--- config.mk ---
export PLATFORM = sky130hd
export DESIGN_NAME = exception_ctrl
export DESIGN_NICKNAME = d
export VERILOG_FILES = /design/src/rtl/exc_pkg.sv /design/src/rtl/exception_ctrl.sv
export SDC_FILE = /design/constraint.sdc
export NUM_CORES = 1
export LEC_CHECK = 0
export BUFFER_PORTS_ARGS = -buffer_cell sky130_fd_sc_hd__buf_2
export CAP_MARGIN = 25
export CORE_ASPECT_RATIO = 0.9
export CORE_UTILIZATION = 35
export DETAILED_ROUTE_END_ITERATION = 6
export RECOVER_POWER = 100
export REMOVE_ABC_BUFFERS = 1
export SYNTH_ARGS = -nofsm -noshare
export SYNTH_HDL_FRONTEND = slang
export SYNTH_SLANG_ARGS = --single-unit
export TNS_END_PERCENT = 10
--- constraint.sdc ---
create_clock -name clk -period 3.4 [get_ports clk]
set_input_delay 0.68 -clock clk [delete_from_list [all_inputs] [get_ports clk]]
set_output_delay 0.68 -clock clk [all_outputs]
set_load 0.1 [all_outputs]
--- src/rtl/exc_pkg.sv ---
// Shared types and constants for the exception controller.
// State encoding, cause codes and memory-address mux selects.
package exc_pkg;

  typedef enum logic [1:0] {
    IDLE    = 2'd0,
    CAPTURE = 2'd1,
    READ    = 2'd2,
    LOAD    = 2'd3
  } state_e;

  localparam logic [1:0] CAUSE_OPC = 2'd0;
  localparam logic [1:0] CAUSE_OVF = 2'd1;
  localparam logic [1:0] CAUSE_DIV = 2'd2;

  localparam logic [2:0] SEL_PC   = 3'd0;
  localparam logic [2:0] SEL_V253 = 3'd2;
  localparam logic [2:0] SEL_V254 = 3'd3;
  localparam logic [2:0] SEL_V255 = 3'd4;

  function automatic logic [2:0] cause_sel(
    input logic [1:0] c
  );
    logic [2:0] s;
    case (c)
      CAUSE_OPC: s = SEL_V253;
      CAUSE_OVF: s = SEL_V254;
      CAUSE_DIV: s = SEL_V255;
      default:   s = SEL_PC;
    endcase
    return s;
  endfunction

endpackage

--- src/rtl/exception_ctrl.sv ---
// Exception sequencer: capture EPC, fetch handler vector, load PC.
// Optional latched cause output enabled by macro EXC_CAUSE_EN.
module exception_ctrl
  import exc_pkg::*;
#(
  parameter int unsigned MEM_WAIT   = 2,
  parameter logic [31:0] EPC_OFFSET = 32'd4
) (
  input  logic        clk,
  input  logic        reset,
  input  logic        opcode_invalid,
  input  logic        overflow,
  input  logic        div_zero,
  input  logic [31:0] pc_in,
  input  logic [31:0] mem_data_in,
  output logic [2:0]  mem_addr_sel,
  output logic [31:0] epc_out,
  output logic        epc_wr,
  output logic [31:0] pc_out,
  output logic        pc_wr,
  output logic        busy,
  output logic [1:0]  exc_cause
);

  localparam int unsigned CW =
    (MEM_WAIT > 1) ? $clog2(MEM_WAIT) : 1;
  localparam int unsigned CNT_INIT =
    (MEM_WAIT > 0) ? MEM_WAIT - 1 : 0;

  state_e        state_q, state_d;
  logic [CW-1:0] cnt_q, cnt_d;
  logic [2:0]    sel_q, sel_d;
  logic [31:0]   epc_q, epc_d;
  logic [31:0]   pc_q, pc_d;
  logic [31:0]   vec_addr;
  logic          req;
  logic [1:0]    cause_d;
  logic          unused_mem_hi;

  assign vec_addr      = {24'b0, mem_data_in[7:0]};
  assign unused_mem_hi = ^mem_data_in[31:8];

  // Fixed priority; lower-priority requests are simply dropped.
  always_comb begin
    req     = opcode_invalid | overflow | div_zero;
    cause_d = CAUSE_DIV;
    if (opcode_invalid) begin
      cause_d = CAUSE_OPC;
    end else if (overflow) begin
      cause_d = CAUSE_OVF;
    end
  end

  always_ff @(posedge clk) begin
    if (reset) begin
      state_q <= IDLE;
    end else begin
      state_q <= state_d;
    end
  end

  always_comb begin
    state_d = state_q;
    cnt_d   = cnt_q;
    sel_d   = sel_q;
    epc_d   = epc_q;
    pc_d    = pc_q;
    case (state_q)
      IDLE: begin
        if (req) begin
          state_d = CAPTURE;
          sel_d   = cause_sel(cause_d);
          epc_d   = pc_in - EPC_OFFSET;
        end
      end
      CAPTURE: begin
        if (MEM_WAIT == 0) begin
          state_d = LOAD;
        end else begin
          state_d = READ;
          cnt_d   = CW'(CNT_INIT);
        end
      end
      READ: begin
        if (cnt_q == '0) begin
          state_d = LOAD;
        end else begin
          cnt_d = cnt_q - 1'b1;
        end
      end
      LOAD: begin
        state_d = IDLE;
        sel_d   = SEL_PC;
        pc_d    = vec_addr;
      end
      default: begin
        state_d = IDLE;
        sel_d   = SEL_PC;
      end
    endcase
  end

  always_ff @(posedge clk) begin
    if (reset) begin
      cnt_q <= '0;
      sel_q <= SEL_PC;
      epc_q <= '0;
      pc_q  <= '0;
    end else begin
      cnt_q <= cnt_d;
      sel_q <= sel_d;
      epc_q <= epc_d;
      pc_q  <= pc_d;
    end
  end

  // pc_out passes the fetched byte through during LOAD, then holds it.
  always_comb begin
    busy         = (state_q != IDLE);
    epc_wr       = (state_q == CAPTURE);
    pc_wr        = (state_q == LOAD);
    mem_addr_sel = sel_q;
    epc_out      = epc_q;
    pc_out       = pc_wr ? vec_addr : pc_q;
  end

`ifdef EXC_CAUSE_EN
  logic [1:0] cause_q;

  always_ff @(posedge clk) begin
    if (reset) begin
      cause_q <= CAUSE_OPC;
    end else if (state_q == IDLE && req) begin
      cause_q <= cause_d;
    end
  end

  assign exc_cause = cause_q;
`else
  assign exc_cause = 2'd0;
`endif

endmodule

==> Yosys cells after proc, flatten, opt, wreduce, memory -nomap -nowiden <==
Cells that the tools add are included.
{ "totals": {"reg_bits": 70, "inputBits": 69, "output_inout_bits": 72, "word_cells": 35} }
{ "classes": {"add_sub_neg": 2, "n_eq_ne": 7, "mux": 11, "bitwise_logic": 2, "n_reduce_logical": 8} }
{ "op_table": {"columns": ["op", "count"], "rows": [
  ["32-bit 2-to-1 mux", 1],
  ["32-bit by 3-bit subtractor with 32-bit output, second input constant", 1],
  ["3-bit case mux with 3 select lines", 1],
  ["2-bit 2-to-1 mux", 4],
  ["2-bit case mux with 4 select lines", 1],
  ["2-bit == test, second input constant", 3],
  ["3-bit case mux with 2 select lines", 1],
  ["2-bit AND reduction", 3],
  ["2-bit nonzero test", 3],
  ["2-bit by 1-bit == test with 1-bit output, second input constant", 2],
  ["2-bit zero test", 2],
  ["2-bit inequality test, second input constant", 2],
  ["3-bit 2-to-1 mux", 1],
  ["1-bit OR", 2],
  ["1-bit case mux with 2 select lines", 1],
  ["1-bit 2-to-1 mux", 1],
  ["1-bit subtractor, second input constant", 1]
]} }

==> Longest topological paths before layout <==
Gate-level depths: netlist of run 1.
{ "logic_depth": {"depth_word": 6, "ltp_mapped": 7, "mapped_depth_nobuf": 6} }

==> Worst setup path after synthesis of run 1 <==
OpenSTA, ideal clock, no wires.
{ "synth_path": {"path_kind": "register -> output", "from": "register state_q[0]", "to": "output, netlist name pc_out[10]", "arrival_time_ns": 2.775, "t_required_ns": 2.720, "path_slack_ns": -0.055, "stages_incl_launch_ff": 5, "n_path_buf": 2, "path_cell_list": "dfxtp_1 -> ha_1 -> clkbuf_1 -> clkbuf_1 -> nor2b_1"} }
{ "synth_rtl": {"columns": ["item", "line_no", "text"], "rows": [
  ["start, declared", "exception_ctrl.sv:30", "state_e state_q, state_d;"],
  ["start signal, assigned", "exception_ctrl.sv:58", "state_q <= state_d;"]
]} }

==> results of run 1 <==
## flip-flops by register name, indices dropped and copies added, names as in the netlist
name,cells
state_q,2
pc_q,32
cnt_q,1
epc_out,32
mem_addr_sel,3
## worst register-to-register path: cells and delay by family (launching register included)
family | cells | cell delay (ps)
and+or+nand+nor | 1 | 150
AOI/OAI and AO/OA | 2 | 390
DFF | 1 | 340
adders and majority gates | 1 | 200
buffers and inverters | 3 | 1100
## cell type report
class,instances,area (sq um),share of cell area
multi-input combinational,235,1570,0.404
sequential,70,1400,0.361
timing repair buffer,122,542,0.139
tap,119,149,0.0383
clock buffer,10,128,0.0329
clock inverter,6,70.1,0.0180
inverter,7,26.3,0.00676
## synthesized netlist by cell type (all sizes together) (2+ instances only)
cell    count
a211oi     15
a21oi       3
a311oi     16
a32oi       2
buf         6
clkbuf     20
dfxtp      70
ha          5
inv         7
mux2        8
mux2i       3
nand2       5
nand2b      2
nand3       2
nand4       5
nand4b      2
nor2       44
nor2b      56
nor3        6
nor3b       2
nor4        4
o21a        2
o21ai       6
o31ai      10
o41ai       2
or2         2
or3         5
or4        12
xnor2       3
xor2        7
## per-stage QoR
step	hold WS [ps]	power, uW	std cells
global route	506	3960	569
finish	462	3760	569
detailed placement	450	3150	553
floorplan	470	2820	312
global placement	437	3130	553
CTS	467	3840	569
## kinds of logic after synthesis
logic type,share of synthesized area
other,0.00120
DFF,0.447
buffers and inverters,0.0570
xor gates and xnor gates,0.0279
muxes,0.0383
AOI/OAI and AO/OA,0.138
and+or+nand+nor,0.271
adders and majority gates,0.0199
## path summary, 6_finish.rpt
kind	start	end	slack (ps)	cells past startpoint
worst max-delay path	state_q[0]	pc_out[14]	450	4
worst min-delay path	mem_addr_sel[1]	mem_addr_sel[1]	460	2
worst max register to register	state_q[1]	epc_out[22]	1120	7
worst min register to register	mem_addr_sel[1]	mem_addr_sel[1]	460	2
## power by group through the flow
stage                     combinational, uW  clock, uW  sequential, uW
after CTS                              2060        706            1070
after global routing                   2120        743            1100
final                                  2010        671            1070
after detailed placement               2060          0            1090
after global placement                 2040          0            1080
after floorplan                         712          0            2100
## layer usage
| metal | routed length (um) | part of all wire |
|---|---|---|
| met5 | 0 | 0 |
| met1 | 3390 | 0.48 |
| met3 | 599 | 0.084 |
| met2 | 3080 | 0.43 |
| met4 | 49 | 0.0069 |
==> results_dict.tcl, run 1 <==
set metrics [dict create \
    synthDistinctLibCells 43 \
    clockRootBuffer "clkbuf_8" \
    drt-initial-drc-count 68 \
    cts_buffer_depth 2 \
    grt_pass1_wl_um 11300 \
    path_class "flop to output port" \
    final_common_cell "dfxtp_1" \
    yosysTopAreaCellShare 0.447 \
    irDropWorstVdd_v 0.000518 \
    cts_hold_buf 0 \
    use_met2 0.247 \
    min_path_type "flop to flop" \
    cap_violations 1 \
    power_density_nw_per_um2 967 \
    seq_power_share 0.286 \
    pwr-share-clk 0.179 \
    cpLargestDelayFamily "buffers and inverters" \
    async_reset_ff_frac 0 \
    yosys_warnings 0 \
    fin_tns_setup_ps 0 \
    ys_ff_latch 70 \
    slew_headroom -0.182 \
    path_buf_inv 2 \
    pwr-share-comb 0.535 \
    drive_above_1_share 0.200 \
    setup_slack_ps 447 \
    dpl_cell_area_sq_um 3780 \
    met3_usage 0.0747 \
    dpl.hpwl_um 4870 \
    grt_use_met1 0.181 \
    avgSynthCellArea_sq_um 9.31 \
    final_core_util 0.449 \
    coreArea_sq_um 8650 \
    die-area_sq_um 9350 \
    fin_skew_ps 5.15 \
    violations "max-capacitance violations, max-slew violations" \
    cts_max_level 3 \
    rsz0062_at_grt "no" \
    clock.fmax_mhz 339 \
    cts.repair.resized 0 \
    path_cells "ha_1 > buf_4 > nor2b_1 > clkbuf_1" \
    status "finished with violations" \
    drt-total-wl_um 7120 \
    io_buffers 114 \
    fin_crit_sh 0.868 \
    fillers 925 \
    clk_latency_ps 340 \
    cp.arrival_ps 2270 \
    critPathLaunchType "flop" \
    cts_tree "built" \
    critical_path.slowest_cell "clkbuf_1" \
    wl_per_cell_um 12.5 \
    area_delta_synth_final_pct 23.8 \
    ys_top_cells_by_area "dfxtp_1 (45%), nor2b_1 (11%), nor2_1 (5.3%)" \
    rows 32 \
    gr-total-overflow 0 \
    design_area_sq_um 3880 \
    syn_inst 337 \
    p_int_uw 1640 \
    route.detailed.drc 0 \
    crit_path_end_kind "output port" \
    gp_congestion 0.757 \
    grt_pass1_vias 2475 \
    tightestPinTransition_ps 1770 \
    cts_sinks 70 \
    post-place-ws_ps 615 \
    syn_area_sq_um 3140 \
    grt_antenna_before_repair 0 \
    num_antenna_cells 0 \
    ios 141 \
    grtUsageTotal 0.153 \
    final_antenna_net_count 0 \
    max_stage_delay_ps 910 \
    synth_seq_area_share 0.447 \
    crit_required_ps 2720 \
    hold_viol 0 \
    drv_slew 39 \
    period_minus_slack_ps 2950 \
    power.leakage_uw 0.00151 \
    first_pass_iters 4 \
    synth_top_area_cell "dfxtp_1" \
    clk_pin_slew_worst_paths_ps 80 \
    synth_ff_type "dfxtp_1" \
    grt_max_degree 63 \
    setup_viol 0 \
    sw_frac_of_total 0.563 \
    switchingPower_uw 2120 \
    dieWidth_um 102 \
    dr_total_vias 2733 \
    numCtsBuffers 9 \
    post_cts_buffers 0 \
    finalNetCount 519 \
    synth-edff-count 0 \
    cp_max_fo 33 \
    grt_most_used_layer "met2" \
    layout_common_cells "dfxtp_1 (70), clkbuf_1 (66), nor2b_1 (56), nor2_1 (44), buf_2 (44)" \
    initial_utilization 0.363 \
    die_h_um 91.8 \
    viasPerCell 4.80 \
]
Power figures use the tool's default switching activity.
==> run 2: changes to the inputs <==
CELL_PAD_IN_SITES_DETAIL_PLACEMENT = 1   (was unset)
CELL_PAD_IN_SITES_GLOBAL_PLACEMENT = 2   (was unset)
CORE_UTILIZATION = 26   (was 35)
GPL_TIMING_DRIVEN = 0   (was unset)
PLACE_DENSITY_LB_ADDON = 0.1   (was unset)
==> results_dict.tcl, run 2 (synthesized netlist as in run 1, its figures left out) <==
set metrics [dict create \
    status "finished with violations" \
    violations "max-capacitance violations, max-slew violations" \
    numCtsBuffers 9 \
    cp.arrival_ps 2410 \
    drive_above_1_share 0.245 \
    fin_skew_ps 5.73 \
    coreArea_sq_um 11600 \
    rsz0062_at_grt "no" \
    path_class "flop to output port" \
    viasPerCell 4.66 \
    rr_worst_depth 7 \
    pwr-share-comb 0.490 \
    clock.fmax_mhz 324 \
    setup_viol 0 \
    slew_headroom -0.123 \
    p_int_uw 1950 \
    max_stage_delay_ps 710 \
    num_antenna_cells 0 \
    hold_viol 0 \
    clockRootBuffer "clkbuf_16" \
    die_h_um 106 \
    dpl.hpwl_um 5980 \
    area_delta_synth_final_pct 30.3 \
    drt-initial-drc-count 78 \
    power_density_nw_per_um2 1010 \
    cts_sinks 70 \
    dieWidth_um 118 \
    sw_frac_of_total 0.529 \
    path_buf_inv 2 \
    seq_power_share 0.261 \
    fin_tns_setup_ps 0 \
    io_buffers 114 \
    path_cells "ha_1 > buf_8 > mux2_2 > clkbuf_2" \
    drt-total-wl_um 8460 \
    die-area_sq_um 12500 \
    critical_path.slowest_cell "ha_1" \
    route.detailed.drc 0 \
    min_path_type "flop to flop" \
    grt_pass1_wl_um 13700 \
    setup_slack_ps 315 \
    final_antenna_net_count 0 \
    hold_depth 2 \
    dr_total_vias 2819 \
    gp_congestion 0.685 \
    power.leakage_uw 0.00164 \
    finalNetCount 518 \
    grtUsageTotal 0.139 \
    ios 141 \
    dp.cells 585 \
    finalPower_uw 4130 \
    first_pass_iters 4 \
    rows 37 \
    cp_max_fo 20 \
    tightestPinTransition_ps 1690 \
    cpLargestDelayFamily "adder cells" \
    crit_path_end_kind "output port" \
    cts_max_level 3 \
    pwr-share-clk 0.249 \
    crit_required_ps 2720 \
    fin_crit_sh 0.907 \
    initial_utilization 0.271 \
    gr-total-overflow 0 \
    r2r_setup_slack_ps 550 \
    cts_hold_buf 0 \
    cap_violations 1 \
    wl_per_cell_um 14.0 \
    final_cell_count_no_fill 605 \
    cts_buffer_depth 2 \
    irDropWorstVdd_v 0.000388 \
    grt_antenna_before_repair 0 \
    final_core_util 0.353 \
    clk_latency_ps 330 \
    post-place-ws_ps -139 \
    cts_tree "built" \
    grt_use_met1 0.176 \
    final_common_cell "dfxtp_1" \
    crit_cells 4 \
    grt_max_degree 39 \
    period_minus_slack_ps 3090 \
    met3_usage 0.0445 \
    grt_pass1_vias 2667 \
    clk_pin_slew_worst_paths_ps 60 \
    layout_common_cells "dfxtp_1 (70), nor2b_1 (56), nor2_1 (44), clkbuf_1 (44), buf_2 (42)" \
    drv_slew 39 \
    critPathLaunchType "flop" \
    grt_most_used_layer "met2" \
    switchingPower_uw 2190 \
    use_met2 0.218 \
]
## run 2: cell types whose count changed in the layout (fill, tap and decap cells not counted), sizes merged
cell | before | now
clkinvlp | 3 | 0
clkbuf | 83 | 81
clkinv | 0 | 2
bufinv | 1 | 2
inv | 9 | 10
## run 2: worst reg2reg max path, cell delays in order (launching register included)
cell and delay (ps):
dfxtp_1 340, inv_1 90, ha_1 210, inv_1 90, a21oi_2 850, clkbuf_2 760
mux2i_1 280, nor2_1 50
## run 2: worst paths after layout
check             startpoint         endpoint
max               state_q[0]        pc_out[4]
min          mem_addr_sel[1]  mem_addr_sel[1]
max reg2reg       state_q[0]       epc_out[1]
min reg2reg  mem_addr_sel[1]  mem_addr_sel[1]
## run 2: what timing repair did
item | in CTS | in global routing
buffers inserted | 0 | 4
endpoints found under the hold margin | 0 | 0
resized for setup | 0 | 0
endpoints found under the setup margin | 0 | 1
## run 2: final cells by class
cell class | count | area, sq um
multi-input combinational | 235 | 1570
fill | 1397 | 7490
timing repair buffer | 121 | 568
sequential | 70 | 1400
clock buffer | 9 | 225
tap | 156 | 195
clock inverter | 7 | 104
inverter | 7 | 26.3
## run 2: layer usage
layer  vias up  part of all wire
li1       1411                 -
met3         9             0.056
met2        72              0.44
met1      1327              0.49
met5         -                 0
met4         0             0.013
## run 2: power groups by stage
stage | combinational [uW] | clock [uW] | sequential, uW
final | 2020 | 1030 | 1080
after global routing | 2130 | 1110 | 1100
after CTS | 2120 | 1070 | 1080
after detailed placement | 2110 | 0 | 1090
after global placement | 2080 | 0 | 1090
after floorplan | 712 | 0 | 2100
## run 2: metrics by stage
stage	hold slack (ps)	instance area (sq um)
final	468	4090
after global routing	518	4090
after CTS	473	4150
after detailed placement	461	3820
after global placement	439	3750
after floorplan	470	2990
==> run 3: changes to the inputs <==
CORE_MARGIN = 2   (was unset)
PLACE_DENSITY_LB_ADDON = 0.05   (was 0.1)
==> results_dict.tcl, run 3 (synthesized netlist as in run 1, its figures left out) <==
set metrics [dict create \
    clk_pin_slew_worst_paths_ps 60 \
    multi_input_area_sq_um 1570 \
    wl_per_cell_um 14.1 \
    violations "max-capacitance violations, max-slew violations" \
    ff_latch_area_sq_um 1400 \
    layout_common_cells "dfxtp_1 (70), nor2b_1 (56), clkbuf_1 (48), nor2_1 (44), buf_2 (42)" \
    cts.repair.resized 0 \
    finalNetCount 514 \
    grtUsageTotal 0.137 \
    drive_above_1_share 0.232 \
    slew_headroom -0.0688 \
    pwr-share-comb 0.493 \
    dr_total_vias 2782 \
    cts_tree "built" \
    critical_path.slowest_cell "nor4_2" \
    cts_hold_buf 0 \
    post_cts_buffers 0 \
    grt_use_met1 0.165 \
    grt_pass1_wl_um 13600 \
    drt-total-wl_um 8540 \
    route.detailed.drc 0 \
    gr-total-overflow 0 \
    cap_violations 1 \
    initial_utilization 0.263 \
    clk_latency_ps 340 \
    final_common_cell "dfxtp_1" \
    path_buf_inv 1 \
    path_cells "buf_2 > nor4_2 > nand4_1 > or4_2 > a311oi_1" \
    switchingPower_uw 2170 \
    period_minus_slack_ps 3150 \
    io_buffers 114 \
    rsz0062_at_grt "no" \
    dieWidth_um 120 \
    die_h_um 108 \
    min_path_type "flop to flop" \
    area_delta_synth_final_pct 30.1 \
    ios 141 \
    dpl.hpwl_um 6030 \
    drt-initial-drc-count 73 \
    first_pass_iters 4 \
    gp_congestion 0.709 \
    cpLargestDelayFamily "simple AND/OR/NAND/NOR gates" \
    power_density_nw_per_um2 1010 \
    clock.fmax_mhz 317 \
    critPathLaunchType "primary input" \
    seq_power_share 0.261 \
    cp_max_fo 15 \
    grt_max_degree 42 \
    coreArea_sq_um 11900 \
    cts_sinks 70 \
    tightestPinTransition_ps 1600 \
    met3_usage 0.0638 \
    final_antenna_net_count 0 \
    pwr-share-clk 0.247 \
    status "finished with violations" \
    rows 38 \
    drv_slew 30 \
    crit_required_ps 3640 \
    use_met2 0.216 \
    fin_skew_ps 3.58 \
    numCtsBuffers 9 \
    num_antenna_cells 0 \
    p_int_uw 1960 \
    fillers 1436 \
    cts_buffer_depth 2 \
    hold_viol 0 \
    cp.arrival_ps 3400 \
    grt_most_used_layer "met2" \
    die-area_sq_um 13000 \
    grt_pass1_vias 2611 \
    fin_crit_sh 0.927 \
    cts_max_level 3 \
    final_core_util 0.342 \
    setup_viol 0 \
    sw_frac_of_total 0.525 \
    viasPerCell 4.61 \
    path_class "primary input to flop" \
    holdWs_ps 458 \
    crit_path_end_kind "flop" \
    max_stage_delay_ps 830 \
    clockRootBuffer "clkbuf_16" \
    irDropWorstVdd_v 0.000411 \
    grt_antenna_before_repair 0 \
    power.leakage_uw 0.00162 \
]
## run 3: final timing paths
kind / start / slack [ps] / cells past startpoint / to
max: pc_in[7] / 250 / 5 / epc_out[17]
min: mem_addr_sel[1] / 460 / 2 / mem_addr_sel[1]
max reg2reg: state_q[0] / 520 / 7 / epc_out[18]
min reg2reg: mem_addr_sel[1] / 460 / 2 / mem_addr_sel[1]
## run 3: cell type report
class,count,area share
clock inverters,5,0.0205
multi-input cells,235,0.384
repair buffers,117,0.138
flip-flops and latches,70,0.343
inverters,7,0.00644
well taps,160,0.0490
clock buffers,10,0.0586
## run 3: worst reg2reg max path, stage by stage, from the launching register on
cell      delay, ps
dfxtp_1         340
inv_1            90
ha_1            210
inv_1           100
a21oi_2         910
clkbuf_2        740
o21a_1          220
a211oi_1         70
## run 3: power groups by stage
stage | clock network [uW] | registers, uW | logic (uW)
after floorplan | 0 | 2100 | 712
after global placement | 0 | 1090 | 2080
after detailed placement | 0 | 1090 | 2130
after CTS | 1060 | 1080 | 2130
after global routing | 1100 | 1100 | 2150
final | 1020 | 1080 | 2030
## run 3: stage by stage
| step | setup WS, ps | power, uW | instance area [sq um] | setup TNS (ps) | instances |
|---|---|---|---|---|---|
| detailed placement | -170 | 3220 | 3840 | -380 | 589 |
| finish | 249 | 4130 | 4080 | 0 | 604 |
| global placement | -640 | 3170 | 3760 | -6790 | 586 |
| CTS | 197 | 4270 | 4160 | 0 | 604 |
| global route | 5.88 | 4350 | 4080 | 0 | 604 |
| floorplan | -72.8 | 2820 | 2990 | -1750 | 312 |
## run 3: layer usage
metal	share of wire	up-vias	routed length [um]
li1	-	1397	-
met1	0.45	1310	3830
met2	0.46	68	3960
met3	0.075	7	641
met4	0.013	0	114
met5	0	-	0
